===== config.mk =====
export PLATFORM = sky130hd
export DESIGN_NAME = seg_scan_ctrl
export DESIGN_NICKNAME = d
export VERILOG_FILES = /design/src/rtl/seg_scan_ctrl.sv
export SDC_FILE = /design/constraint.sdc
export NUM_CORES = 1
export LEC_CHECK = 0
export CAP_MARGIN = 5
export CORE_MARGIN = 8
export CORE_UTILIZATION = 45
export CTS_CLUSTER_DIAMETER = 60
export CTS_CLUSTER_SIZE = 24
export DETAILED_ROUTE_END_ITERATION = 7
export PLACE_DENSITY = 0.63
export SYNTH_ARGS = -nofsm -noshare
export SYNTH_HDL_FRONTEND = slang
export SYNTH_SLANG_ARGS = --single-unit

===== constraint.sdc =====
create_clock -name clk -period 6.8 [get_ports clk]
set_input_delay 2.04 -clock clk [delete_from_list [all_inputs] [get_ports clk]]
set_output_delay 2.04 -clock clk [all_outputs]
set_load 0.03 [all_outputs]

===== src/rtl/seg_scan_ctrl.sv =====
// seg_scan_ctrl: time-multiplexed driver for a 4-digit common-anode
// 7-segment display. Each digit slot is a BLANK gap of DEAD cycles followed
// by a DRIVE phase of CLK_DIV cycles; digits are scanned 0,1,2,3.
// New values are double-buffered (shadow -> shown) and committed only at a
// frame boundary or while the scan is off, so a frame never tears.
// Optional build macro SEG_LZB_EN enables leading-zero blanking on digits 3..1.
module seg_scan_ctrl #(
  parameter int CLK_DIV = 100000,
  parameter int DEAD    = 16
) (
  input  logic        clk,
  input  logic        rst_n,
  input  logic        en,
  input  logic        load,
  input  logic [15:0] data_in,
  input  logic [3:0]  dp_in,
  output logic [6:0]  seg,
  output logic        dp,
  output logic [3:0]  an,
  output logic        frame_done,
  output logic        pending
);

  localparam int CNT_MAX = (CLK_DIV > DEAD) ? CLK_DIV : DEAD;
  localparam int CW      = $clog2(CNT_MAX + 1);

  localparam logic [CW-1:0] CNT_ONE    = CW'(1);
  localparam logic [CW-1:0] BLANK_LAST = CW'(DEAD - 1);
  localparam logic [CW-1:0] DRIVE_LAST = CW'(CLK_DIV - 1);
  // frame_done is registered, so it is armed one cycle before DRIVE of
  // digit 3 ends in order to be high during that final DRIVE cycle.
  localparam logic [CW-1:0] DRIVE_PRE  = CW'(CLK_DIV - 2);

  typedef enum logic [1:0] {
    ST_OFF   = 2'd0,
    ST_BLANK = 2'd1,
    ST_DRIVE = 2'd2
  } state_t;

  state_t        state_q, state_d;
  logic [1:0]    idx_q, idx_d;
  logic [CW-1:0] cnt_q, cnt_d;

  logic [15:0]   shadow_data_q, shadow_data_d;
  logic [3:0]    shadow_dp_q, shadow_dp_d;
  logic [15:0]   shown_data_q, shown_data_d;
  logic [3:0]    shown_dp_q, shown_dp_d;
  logic          pending_q, pending_d;

  logic [3:0]    an_q, an_d;
  logic [6:0]    seg_q, seg_d;
  logic          dp_q, dp_d;
  logic          frame_done_q, frame_done_d;

  logic          commit;

  function automatic logic [6:0] hex_to_seg(input logic [3:0] h);
    logic [6:0] s;
    case (h)
      4'h0: s = 7'h40;
      4'h1: s = 7'h79;
      4'h2: s = 7'h24;
      4'h3: s = 7'h30;
      4'h4: s = 7'h19;
      4'h5: s = 7'h12;
      4'h6: s = 7'h02;
      4'h7: s = 7'h78;
      4'h8: s = 7'h00;
      4'h9: s = 7'h10;
      4'hA: s = 7'h08;
      4'hB: s = 7'h03;
      4'hC: s = 7'h46;
      4'hD: s = 7'h21;
      4'hE: s = 7'h06;
      default: s = 7'h0E;
    endcase
    return s;
  endfunction

`ifdef SEG_LZB_EN
  // A digit is a leading zero when it and every more-significant digit are 0.
  // Digit 0 always shows, so a value of zero still displays "0".
  function automatic logic lzb_blank(input logic [15:0] digits, input logic [1:0] idx);
    logic nonzero;
    nonzero = 1'b0;
    for (int k = 0; k < 4; k++) begin
      if ((k >= int'(idx)) && (digits[4*k +: 4] != 4'h0)) nonzero = 1'b1;
    end
    return (idx != 2'd0) && !nonzero;
  endfunction
`endif

  // Scan sequencing: OFF -> BLANK(DEAD) -> DRIVE(CLK_DIV) -> next digit; en=0 forces OFF.
  always_comb begin
    state_d      = state_q;
    idx_d        = idx_q;
    cnt_d        = cnt_q;
    frame_done_d = 1'b0;
    if (!en) begin
      state_d = ST_OFF;
      idx_d   = 2'd0;
      cnt_d   = '0;
    end else begin
      case (state_q)
        ST_OFF: begin
          state_d = ST_BLANK;
          idx_d   = 2'd0;
          cnt_d   = '0;
        end
        ST_BLANK: begin
          if (cnt_q == BLANK_LAST) begin
            state_d = ST_DRIVE;
            cnt_d   = '0;
          end else begin
            cnt_d = cnt_q + CNT_ONE;
          end
        end
        ST_DRIVE: begin
          if (cnt_q == DRIVE_LAST) begin
            state_d = ST_BLANK;
            cnt_d   = '0;
            idx_d   = idx_q + 2'd1;
          end else begin
            cnt_d = cnt_q + CNT_ONE;
          end
          frame_done_d = (idx_q == 2'd3) && (cnt_q == DRIVE_PRE);
        end
        default: begin
          state_d = ST_OFF;
          idx_d   = 2'd0;
          cnt_d   = '0;
        end
      endcase
    end
  end

  // Double buffer: load fills the shadow; commit copies the old shadow to shown.
  always_comb begin
    commit        = frame_done_q || (state_q == ST_OFF);
    shadow_data_d = shadow_data_q;
    shadow_dp_d   = shadow_dp_q;
    shown_data_d  = shown_data_q;
    shown_dp_d    = shown_dp_q;
    pending_d     = pending_q;
    if (commit) begin
      shown_data_d = shadow_data_q;
      shown_dp_d   = shadow_dp_q;
      pending_d    = 1'b0;
    end
    if (load) begin
      shadow_data_d = data_in;
      shadow_dp_d   = dp_in;
      pending_d     = 1'b1;
    end
  end

  // Pin values follow the state being entered, so they change on the entry edge.
  always_comb begin
    an_d  = 4'hF;
    seg_d = 7'h7F;
    dp_d  = 1'b1;
    if (state_d == ST_DRIVE) begin
      an_d  = ~(4'b0001 << idx_d);
      seg_d = hex_to_seg(shown_data_q[{idx_d, 2'b00} +: 4]);
      dp_d  = ~shown_dp_q[idx_d];
`ifdef SEG_LZB_EN
      if (lzb_blank(shown_data_q, idx_d)) seg_d = 7'h7F;
`endif
    end
  end

  // State, buffers and registered outputs.
  always_ff @(posedge clk or negedge rst_n) begin
    if (!rst_n) begin
      state_q       <= ST_OFF;
      idx_q         <= 2'd0;
      cnt_q         <= '0;
      shadow_data_q <= '0;
      shadow_dp_q   <= '0;
      shown_data_q  <= '0;
      shown_dp_q    <= '0;
      pending_q     <= 1'b0;
      an_q          <= 4'hF;
      seg_q         <= 7'h7F;
      dp_q          <= 1'b1;
      frame_done_q  <= 1'b0;
    end else begin
      state_q       <= state_d;
      idx_q         <= idx_d;
      cnt_q         <= cnt_d;
      shadow_data_q <= shadow_data_d;
      shadow_dp_q   <= shadow_dp_d;
      shown_data_q  <= shown_data_d;
      shown_dp_q    <= shown_dp_d;
      pending_q     <= pending_d;
      an_q          <= an_d;
      seg_q         <= seg_d;
      dp_q          <= dp_d;
      frame_done_q  <= frame_done_d;
    end
  end

  assign seg        = seg_q;
  assign dp         = dp_q;
  assign an         = an_q;
  assign frame_done = frame_done_q;
  assign pending    = pending_q;

endmodule


==> impl_results.html <==
<table>
<tr><th>Metric</th><th>Value</th></tr>
<tr><th colspan="2">Timing</th></tr>
<tr><td>Minimum hold slack</td><td>roughly 0.50 ns</td></tr>
<tr><td>Slew at the pin with the worst max-slew slack</td><td>roughly 1.2 ns</td></tr>
<tr><td>Normalized max-slew margin</td><td>0.210</td></tr>
<tr><td>Setup violation total in the final timing report</td><td>0</td></tr>
<tr><td>Final Hold Vio Count</td><td>0</td></tr>
<tr><td>Tmin final</td><td>between 4 and 5 ns</td></tr>
<tr><td>Maximum clock rate</td><td>between 200 and 250 MHz</td></tr>
<tr><td>RSZ-0062 raised after global routing</td><td>false</td></tr>
<tr><td>Fin Clk Skew</td><td>~0.011 ns</td></tr>
<tr><td>Setup TNS after final layout</td><td>0 ns</td></tr>
<tr><td>Post-layout worst setup margin</td><td>~2.4 ns</td></tr>
<tr><td>Final period util</td><td>0.644</td></tr>
<tr><td>Final slew viol count</td><td>0</td></tr>
<tr><th colspan="2">Cells and area</th></tr>
<tr><td>Non-Filler Cell Area, Final</td><td>0.00420 mm^2</td></tr>
<tr><td>Number of non-filler instances in the completed layout</td><td>441</td></tr>
<tr><td>Nets</td><td>~370</td></tr>
<tr><td>Fraction of final layout cells with drive strength greater than 1</td><td>0.236</td></tr>
<tr><td>Most common cell after layout, fill and taps aside</td><td>sky130_fd_sc_hd__dfrtp_1</td></tr>
<tr><td>Post-route core utilization</td><td>0.550</td></tr>
<tr><td>Antenna diode count</td><td>0</td></tr>
<tr><td>Highest-count cells in the layout ignoring fill and taps</td><td>sky130_fd_sc_hd__dfrtp_1 (63), sky130_fd_sc_hd__mux2_2 (42), sky130_fd_sc_hd__clkdlybuf4s50_1 (36), sky130_fd_sc_hd__nor2_1 (29), sky130_fd_sc_hd__nand2_1 (22)</td></tr>
<tr><td>Area growth from synthesis to final layout</td><td>19.4%</td></tr>
<tr><th colspan="2">Yosys</th></tr>
<tr><td>Number of enable-type register cells in the synthesized netlist</td><td>0</td></tr>
<tr><td>Yosys Warn Count</td><td>0</td></tr>
<tr><td>Cell count after synthesis</td><td>a little under 300</td></tr>
<tr><td>Most used flip-flop cell after synthesis</td><td>sky130_fd_sc_hd__dfrtp_1</td></tr>
<tr><td>Synth unique cells</td><td>52</td></tr>
<tr><td>Post-Syn Nets</td><td>330</td></tr>
<tr><td>Fraction of the yosys area taken by sequential cells</td><td>0.537</td></tr>
<tr><td>Number of storage elements in the synthesis netlist</td><td>75</td></tr>
<tr><td>Share of synthesized flip-flops with an asynchronous set or reset</td><td>1.00</td></tr>
<tr><td>Post-Syn Area</td><td>0.00352 mm^2</td></tr>
<tr><td>Mean instance size in the synthesized netlist</td><td>12.0 um^2</td></tr>
<tr><th colspan="2">Setup path</th></tr>
<tr><td>Reg2Reg Depth</td><td>12</td></tr>
<tr><td>CP Class</td><td>input port to flip-flop</td></tr>
<tr><td>Maximum fanout count along the critical path</td><td>13</td></tr>
<tr><td>Capturing element type of the critical path</td><td>flip-flop</td></tr>
<tr><td>Worst reg2reg setup slack</td><td>~3.1 ns</td></tr>
<tr><td>Element type at the critical path start</td><td>input port</td></tr>
<tr><td>Worst path required time</td><td>7.08 ns</td></tr>
<tr><td>Data arrival time of the critical path</td><td>4.66 ns</td></tr>
<tr><td>Critical R2R Capture</td><td>seg[5]</td></tr>
<tr><td>Reg-to-reg startpoint</td><td>cnt_q[1]</td></tr>
<tr><th colspan="2">Routing</th></tr>
<tr><td>Total routed wirelength</td><td>6830 um</td></tr>
<tr><td>Number of DRC markers after the initial detailed-route iteration</td><td>101</td></tr>
<tr><td>Via count of the routed design</td><td>about 2300</td></tr>
<tr><td>Number of vias per cell after detailed routing</td><td>about 5.2</td></tr>
<tr><td>Average routed wire per standard cell</td><td>about 15 um</td></tr>
<tr><td>DRC errors left</td><td>0</td></tr>
<tr><td>Antenna viol nets, final</td><td>0</td></tr>
<tr><td>Length of the first detailed-routing pass in iterations</td><td>4</td></tr>
<tr><th colspan="2">Global route</th></tr>
<tr><td>Number of global-route vias before repair</td><td>2406</td></tr>
<tr><td>GRT Total Usage</td><td>0.136</td></tr>
<tr><td>Largest net degree at the start of global routing</td><td>76</td></tr>
<tr><td>Total congestion overflow after global routing</td><td>0</td></tr>
<tr><td>Wire length of the first global-routing pass</td><td>approximately 12000 um</td></tr>
<tr><td>Met3 track utilization from global routing</td><td>0.0545</td></tr>
<tr><td>Number of antenna violations at the first check in global routing</td><td>0</td></tr>
<tr><td>Met2 demand-to-capacity share in global routing</td><td>0.195</td></tr>
<tr><td>Grt met1 use</td><td>0.180</td></tr>
<tr><td>Routing layer with the top usage in global route</td><td>met2</td></tr>
<tr><th colspan="2">Floorplanning</th></tr>
<tr><td>Number of I/O pins</td><td>38</td></tr>
<tr><td>Core Box Area</td><td>0.00765 mm^2</td></tr>
<tr><td>Floorplan row count</td><td>32</td></tr>
<tr><td>Chip height</td><td>104 um</td></tr>
<tr><td>Die Span X</td><td>approximately 100 um</td></tr>
<tr><td>Initial Util</td><td>0.460</td></tr>
<tr><td>Total die area</td><td>0.0109 mm^2</td></tr>
<tr><th colspan="2">Clock network</th></tr>
<tr><td>Buffers inserted by post-CTS timing repair</td><td>0</td></tr>
<tr><td>Cts repair resizes</td><td>0</td></tr>
<tr><td>Sink Count</td><td>75</td></tr>
<tr><td>Clock Tree Root</td><td>sky130_fd_sc_hd__clkbuf_8</td></tr>
<tr><td>CTS tree</td><td>yes</td></tr>
<tr><td>Post-cts hold buffer count</td><td>0</td></tr>
<tr><td>Clk_lat worst skew</td><td>0.35 ns</td></tr>
<tr><td>Number of CTS-inserted buffers</td><td>9</td></tr>
<tr><td>Maximum number of buffers from clock root to sink</td><td>2</td></tr>
<tr><td>Clock transition at the registers of the reported paths</td><td>0.08 ns</td></tr>
<tr><td>Total number of H-tree levels</td><td>3</td></tr>
<tr><th colspan="2">Placement</th></tr>
<tr><td>Detailed placement HPWL</td><td>4880 um</td></tr>
<tr><td>Placed instance count</td><td>425</td></tr>
<tr><td>Instance area after placement</td><td>~0.004 mm^2</td></tr>
<tr><td>Worst slack at placement</td><td>~2.1 ns</td></tr>
<tr><td>Placer Congestion</td><td>0.864</td></tr>
<tr><td>Quantity of I/O buffers inserted on ports</td><td>37</td></tr>
<tr><th colspan="2">Power and ir drop</th></tr>
<tr><td>Power per cell area</td><td>237 mW/mm^2</td></tr>
<tr><td>Final total power</td><td>about 1000 uW</td></tr>
<tr><td>Static Leak</td><td>around 1.8 nW</td></tr>
<tr><td>Peak supply drop</td><td>roughly 0.15 mV</td></tr>
<tr><th colspan="2">Run</th></tr>
<tr><td>Count of max-cap constraint violations</td><td>0</td></tr>
<tr><th colspan="2">Min path</th></tr>
<tr><td>Hold worst-path end</td><td>pending</td></tr>
<tr><td>Startpoint of the worst hold path</td><td>pending</td></tr>
<tr><td>Hold Path Class</td><td>flip-flop to flip-flop</td></tr>
<tr><td>Hold path depth</td><td>1</td></tr>
<tr><th colspan="2">Run status</th></tr>
<tr><td>Run status</td><td>complete, no violations</td></tr>
</table>
synth_stat cells, types with 4 or more instances:
cell type	count	area [um^2]
sky130_fd_sc_hd__xnor2_1	4	35.0
sky130_fd_sc_hd__and3_1	8	50.1
sky130_fd_sc_hd__inv_1	7	26.3
sky130_fd_sc_hd__xor2_1	11	96.3
sky130_fd_sc_hd__o21ai_0	5	25.0
sky130_fd_sc_hd__dfrtp_1	63	1580
sky130_fd_sc_hd__mux2i_1	8	80.1
sky130_fd_sc_hd__nand3_1	7	35.0
sky130_fd_sc_hd__ha_1	13	163
sky130_fd_sc_hd__nand4_1	6	37.5
sky130_fd_sc_hd__mux2_2	42	473
sky130_fd_sc_hd__nand2_1	22	82.6
sky130_fd_sc_hd__dfstp_2	12	315
sky130_fd_sc_hd__and2_1	4	25.0
sky130_fd_sc_hd__nor2_1	29	109
worst max-delay path: stages:
cell,delay (ns)
sky130_fd_sc_hd__clkdlybuf4s50_1,0.53
sky130_fd_sc_hd__and2_1,0.25
sky130_fd_sc_hd__o21ai_2,0.27
sky130_fd_sc_hd__mux2i_1,0.29
sky130_fd_sc_hd__mux2_2,0.24
sky130_fd_sc_hd__inv_1,0.10
sky130_fd_sc_hd__ha_1,0.24
sky130_fd_sc_hd__nor3b_1,0.15
sky130_fd_sc_hd__o21bai_1,0.19
sky130_fd_sc_hd__a221o_1,0.34
layer usage:
metal	part of all wire	vias up
met4	0.012	0
li1	-	1130
met1	0.49	1128
met3	0.047	7
met5	0	-
met2	0.45	39
worst max path at each step:
stage | from | endpoint | slack [ns] | depth (start not counted)
floorplan | en | seg[0] | 2.91 | 9
detailed placement | en | seg[5] | 2.10 | 10
global placement | en | seg[5] | 2.25 | 10
CTS | en | seg[0] | 2.44 | 9
global route | en | seg[5] | 2.28 | 10
finish | en | seg[5] | 2.42 | 10
cells by family (layout without fill, tap and decap cells):
group | after synthesis | after routing | synth area share
compound gates | 29 | 29 | 0.0654
xor+xnor | 15 | 15 | 0.0373
fa+ha+maj | 13 | 13 | 0.0462
buf+inv | 16 | 62 | 0.0206
flops | 75 | 75 | 0.537
mux | 50 | 50 | 0.157
simple gates | 95 | 95 | 0.136
where the power goes:
group          switching (mW)  leakage [nW]  internal, mW
Sequential             0.0209         0.911         0.479
Combinational          0.0553         0.787        0.0618
Clock                   0.170         0.110         0.209
Total                   0.247          1.81         0.749
final cells by class:
class	instances	area, um^2
clock buffers	9	124
clock inverters	7	98.8
repair buffers	38	375
multi-input cells	202	1560
flip-flops and latches	75	1890
fillers	666	3440
well taps	102	128
inverters	8	30.0
state kept, by name, summed over array words and instances (netlist names), 4 cells and up:
name / count
an: 4
cnt_q: 17
seg: 7
shadow_data_q: 16
shadow_dp_q: 4
shown_data_q: 16
shown_dp_q: 4
No activity file was read; power rests on OpenSTA's default activity.
